[config.mk]
export PLATFORM = sky130hd
export DESIGN_NAME = digest_stream_tx
export DESIGN_NICKNAME = d
export VERILOG_FILES = /design/src/rtl/digest_stream_tx.sv
export SDC_FILE = /design/constraint.sdc
export NUM_CORES = 2
export LEC_CHECK = 0
export CAP_MARGIN = 20
export CORE_AREA = 2 2 564 566
export CTS_BUF_LIST = sky130_fd_sc_hd__clkbuf_16
export DETAILED_ROUTE_END_ITERATION = 16
export DIE_AREA = 0 0 566 568
export GPL_ROUTABILITY_DRIVEN = 0
export GPL_TIMING_DRIVEN = 0
export PLACE_DENSITY_LB_ADDON = 0.12
export RECOVER_POWER = 50
export SLEW_MARGIN = 5
export SYNTH_ARGS = -nofsm -noshare
export SYNTH_HDL_FRONTEND = slang
export SYNTH_SLANG_ARGS = --single-unit
[constraint.sdc]
create_clock -name clk -period 2.65 [get_ports clk]
set_input_delay 0.6625 -clock clk [delete_from_list [all_inputs] [get_ports clk]]
set_output_delay 0.6625 -clock clk [all_outputs]
set_load 0.01 [all_outputs]
[src/rtl/digest_stream_tx.sv]
// Captures one hash digest word and streams its mode-dependent byte length over AXI-Stream.
// Optional build macro DIGEST_STREAM_TX_BSWAP_EN selects little-endian lane order within a beat.
module digest_stream_tx #(
   parameter int unsigned DW = 1344,
   parameter int unsigned OW = 64
) (
   input  logic            clk,
   input  logic            rst,
   input  logic [3:0]      algo_mode,
   input  logic [DW-1:0]   din,
   input  logic            din_valid,
   output logic            din_ready,
   output logic            m_tvalid,
   input  logic            m_tready,
   output logic [OW-1:0]   m_tdata,
   output logic [OW/8-1:0] m_tkeep,
   output logic            m_tlast,
   output logic            busy,
   output logic            drop_err,
   output logic            mode_err,
   input  logic            clr_err
);

   localparam int unsigned KW = OW / 8;

   typedef enum logic [0:0] {StIdle, StSend} state_t;

   state_t        state;
   logic [DW-1:0] shift_buf;
   logic [4:0]    beat_idx;
   logic [4:0]    beat_last;
   logic [2:0]    tail_bytes;

   logic [4:0]    dec_beats;
   logic [2:0]    dec_tail;
   logic          dec_legal;
   logic          hs;
   logic          capture;

   // Beat count is ceil(N/8); dec_tail is N mod 8 (0 means the last beat is full).
   always_comb begin
      dec_beats = 5'd0;
      dec_tail  = 3'd0;
      dec_legal = 1'b1;
      if (!algo_mode[3]) begin
         dec_beats = algo_mode[0] ? 5'd8 : 5'd4;
      end else begin
         case (algo_mode[2:0])
            3'h0: dec_beats = 5'd21;
            3'h1: dec_beats = 5'd17;
            3'h2: dec_beats = 5'd4;
            3'h3: dec_beats = 5'd8;
            3'h4: begin
               dec_beats = 5'd4;
               dec_tail  = 3'd4;
            end
            3'h5: dec_beats = 5'd6;
            default: dec_legal = 1'b0;
         endcase
      end
   end

   assign hs        = m_tvalid & m_tready;
   assign din_ready = (state == StIdle) | (hs & m_tlast);
   assign capture   = din_valid & din_ready & dec_legal;
   assign busy      = (state == StSend);

   // Returns {keep, data} for one beat; lanes beyond the digest length are zeroed.
   function automatic logic [KW+OW-1:0] fmt_beat(input logic [OW-1:0] raw, input logic last,
                                                input logic [2:0] tail);
      logic [OW-1:0] data;
      logic [KW-1:0] keep;
      data = raw;
      keep = {KW{1'b1}};
`ifdef DIGEST_STREAM_TX_BSWAP_EN
      for (int i = 0; i < int'(KW); i++) begin
         data[8*i +: 8] = raw[OW-8-8*i +: 8];
      end
      if (last && tail != 3'd0) keep = {KW{1'b1}} >> (KW - 32'(tail));
`else
      if (last && tail != 3'd0) keep = ~({KW{1'b1}} >> tail);
`endif
      for (int i = 0; i < int'(KW); i++) begin
         if (!keep[i]) data[8*i +: 8] = 8'h00;
      end
      return {keep, data};
   endfunction

   always_ff @(posedge clk) begin
      if (rst) begin
         state      <= StIdle;
         m_tvalid   <= 1'b0;
         m_tlast    <= 1'b0;
         m_tkeep    <= '0;
         m_tdata    <= '0;
         beat_idx   <= '0;
         beat_last  <= '0;
         tail_bytes <= '0;
         shift_buf  <= '0;
         drop_err   <= 1'b0;
         mode_err   <= 1'b0;
      end else begin
         drop_err <= (din_valid & ~din_ready) | (drop_err & ~clr_err);
         mode_err <= (din_valid & din_ready & ~dec_legal) | (mode_err & ~clr_err);
         if (capture) begin
            state      <= StSend;
            m_tvalid   <= 1'b1;
            beat_idx   <= 5'd0;
            beat_last  <= dec_beats - 5'd1;
            tail_bytes <= dec_tail;
            m_tlast    <= (dec_beats == 5'd1);
            {m_tkeep, m_tdata} <= fmt_beat(din[DW-1 -: OW], dec_beats == 5'd1, dec_tail);
            shift_buf  <= {din[DW-OW-1:0], {OW{1'b0}}};
         end else if (hs) begin
            if (m_tlast) begin
               state    <= StIdle;
               m_tvalid <= 1'b0;
               m_tlast  <= 1'b0;
               m_tkeep  <= '0;
               m_tdata  <= '0;
            end else begin
               beat_idx  <= beat_idx + 5'd1;
               m_tlast   <= (beat_idx + 5'd1 == beat_last);
               {m_tkeep, m_tdata} <= fmt_beat(shift_buf[DW-1 -: OW], beat_idx + 5'd1 == beat_last,
                                              tail_bytes);
               shift_buf <= {shift_buf[DW-OW-1:0], {OW{1'b0}}};
            end
         end
      end
   end

endmodule

==> impl_results.md <==
- Power per cell area: 708 mW/mm^2
- Post-synth EDFFs: 0
- Layout cells sized above 1: 0.0795
- Vias in the first global route: 56,033
- Final setup viols: 0
- Netlist Area Pre-Place: 0.0531 mm^2
- Core ar.: 0.316 mm^2
- Post-synth top flop: dfxtp_1
- Post-synth ARST share: 0
- Area of the multi-input gates: 0.0235 mm^2
- Post-cts hold buffer count: 0
- Setup TNS: 0 ps
- Gr ovfl total: 0
- Clock power share: 0.424
- Sw Pwr: 16.8 mW
- Maximum capacitance violations: 0
- Finished Layout Cells: 12,315
- Synth Area in Adders: 0.000707
- Fillers: 34,733
- CTS Buffer Depth: 4
- XOR/XNOR Fraction of Synth Area: 0.00148
- Area post-placement: 0.0728 mm^2
- H-tree depth: 4
- Hold path endpoint: shift_buf[66]
- Clock Skews: 46.9 ps
- I/O Pins: 1,431
- Largest net degree at the start of global routing: 17
- Synth-to-layout area growth: 48.9%
- Syn Area/Cell: 8.44 um^2
- Die area: 0.321 mm^2
- R2R Path End: shift_buf[1280]
- Gate power share: 0.161
- Cells after DPL: 11,910
- HP Class: input pin to flop
- Leak: 26.7 nW
- Simple logic cell fraction of the synthesized area: 0.128
- RSZ-0062 raised after global routing: false
- CP arrival: 3310 ps
- Critical Path Sink Type: flop
- 1st-iter DRT viols: 4,652
- Compound-Gate Fraction of Synth Area: 0.301
- Worst R2R Start: busy
- Post-Syn Instances: 6,292
- CTS tree: built
- Total GRT Usage: 0.222
- Via density: 4.60
- Switching share of power: 0.300
- Post-synthesis mux area share: 0.00622
- Largest family of logic cells by synthesized area: compound AO/OA/AOI/OAI gates
- Routed Wire Length: 373 mm
- Die width: 566 um
- Data required, critical path: 3320 ps
- Post-CTS setup buffers: 0
- VDD IR max: 0.000495 V
- Nets@finish: 9,264
- Reg2Reg Depth: 9
- Worst-path maximum fanout: 10
- TritonCTS Buffers: 180
- Initial core utilization: 0.168
- Least-Margin Pin Slew: 1100 ps
- Routed Antenna Nets: 0
- Status: completed
- Critical path type: flop to flop
- Crit path time final: 2630 ps
- Hold Crit Start: din[2]
- Vias: 56,647
- Synth unique cells: 41
- Die height: 568 um
- Final cycle utilization of the critical path: 0.994
- Overall Power: 56.0 mW
- WL per Instance: 30.3 um
- Startpoint Class: flop
- Hold Fails Final Rpt: 0
- Sequential cell area: 0.0273 mm^2
- Final instance area: 0.0791 mm^2
- Hold Crit Depth: 3
- Synth Register Bits: 1,361
- # clock sinks: 1,361
- Sequential-to-total area share from yosys stat: 0.513
- Initial antenna violation count: 272
- Dpl hpwl: 310 mm
- Flop pwr share: 0.415
- Final Max Slew Viols: 0
- Syn nets: 7,648
- DRC: 0
- First-pass GRT wire length: 492 mm
- Root buffer selected by CTS: clkbuf_16
- Int Pwr: 39.2 mW
- Row cnt: 207
- Top achievable clock speed: 380 MHz
- Final core occ: 0.250
- I/O Buffers: 1,429
- Clock slew seen by the registers of the worst setup and hold paths: 60 ps
- Max-slew headroom: 0.266
- Reg2Reg Setup Slack: 20 ps
- Clk_lat worst skew: 860 ps
- Yosys warns: 0
- First-pass DRT Iterations: 6
## flip-flops by register name, indices dropped and copies added, names as in the netlist
name / flops
shift_buf: 1280
m_tdata: 64
mode_err: 1
busy: 1
beat_idx: 5
drop_err: 1
beat_last: 5
m_tkeep: 2
tail_bytes: 1
m_tlast: 1
## routing by layer
metal	vias up	GRT usage	share of wire
met3	657	0.0656	0.071
met2	2066	0.391	0.49
met4	172	0.0562	0.027
met1	27719	0.262	0.41
met5	-	0	0.0029
li1	26033	-	-
## through the flow
stage	setup WS (ps)	hold WS (ps)
floorplan	511	433
global placement	-2970	440
detailed placement	-2460	446
CTS	0.0859	291
global route	0.371	316
finish	15.4	387
## final cells by class
cell class / count / area share
Multi-Input combinational cell: 4297 / 0.297
Timing Repair Buffer: 1438 / 0.182
Clock buffer: 182 / 0.0576
Inverter: 6 / 0.000285
Buffer: 624 / 0.0374
Sequential cell: 1361 / 0.345
Tap cell: 4180 / 0.0661
Clock inverter: 139 / 0.0121
Antenna cell: 88 / 0.00278
## critical path, cell delays in order (launching register included)
cell,delay (ps)
dfxtp_4,420
a21bo_1,220
buf_6,140
and3_1,170
buf_6,180
buf_12,210
buf_4,220
buf_2,220
a22oi_1,530
a21oi_1,120
## how the worst max path moves through the flow
stage,startpoint,endpoint,slack (ps),cells after the start
2_1_floorplan,m_tready,m_tdata[10],510,9
3_3_place_gp,rst,shift_buf[452],-2970,5
3_5_place_dp,m_tready,shift_buf[510],-2460,8
4_1_cts,busy,shift_buf[654],0.09,8
5_1_grt,busy,shift_buf[985],0.4,7
6_report,busy,shift_buf[1280],20,9
## cell usage after synthesis, types with 3 or more instances
master,count,area share
o21ai_0,37,0.0035
xor2_1,5,0.00082
nor2b_1,35,0.0041
a22oi_1,1128,0.16
nand2_1,1507,0.11
mux2i_1,33,0.0062
a31oi_1,33,0.0039
nand3_1,35,0.0033
o31ai_1,32,0.0045
buf_6,4,0.00085
a21oi_1,1197,0.11
dfxtp_1,1361,0.51
buf_1,20,0.0014
a311oi_1,89,0.015
a211oi_1,3,0.00042
xnor2_1,4,0.00066
nor2_1,93,0.0066
inv_1,6,0.00042
clkbuf_1,412,0.029
ha_1,3,0.00071
nor3b_1,35,0.0049
buf_2,185,0.017
nor3_1,7,0.00066
buf_4,7,0.00099
## power groups by stage
stage | registers, mW | clock network, mW | logic (mW)
after floorplan | 23.0 | 0 | 3.93
after global placement | 23.7 | 0 | 8.89
after detailed placement | 23.7 | 0 | 8.97
after CTS | 23.3 | 24.4 | 9.10
after global routing | 23.4 | 25.2 | 9.72
final | 23.3 | 23.7 | 9.01
## cells by family (layout without fill, tap and decap cells)
logic type | count (synthesis) | after routing
adder cells (fa/ha/maj) | 3 | 3
multiplexers | 33 | 33
flip-flops | 1361 | 1361
XOR/XNOR | 9 | 9
other | 0 | 88
AO/OA/AOI/OAI | 2528 | 2528
AND/OR/NAND/NOR | 1724 | 1724
buffers and inverters | 634 | 2389
## repair_timing
action,4_1_cts,5_1_grt
pin swaps,8,2
gates resized for setup,175,131
cloned,0,0
setup endpoints to repair,1370,415
## layout by cell type, fill, tap and decap left out, types with 26 or more instances in the layout
cell and instances:
a21oi_1 1197, a22oi_1 1076, a22oi_2 52, a311oi_1 89, a31oi_1 33, buf_2 108, clkbuf_1 286, clkbuf_16 182
clkbuf_2 173, clkdlybuf4s50_1 1382, clkinv_1 46, clkinv_2 26, dfxtp_1 1355, diode_2 88, dlygate4sd3_1 46, inv_1 48
mux2i_1 33, nand2_1 1507, nand3_1 34, nor2_1 93, nor2b_1 35, nor3b_1 35, o21ai_0 37, o31ai_1 32
Note: power is estimated with default switching activity, not from simulation.
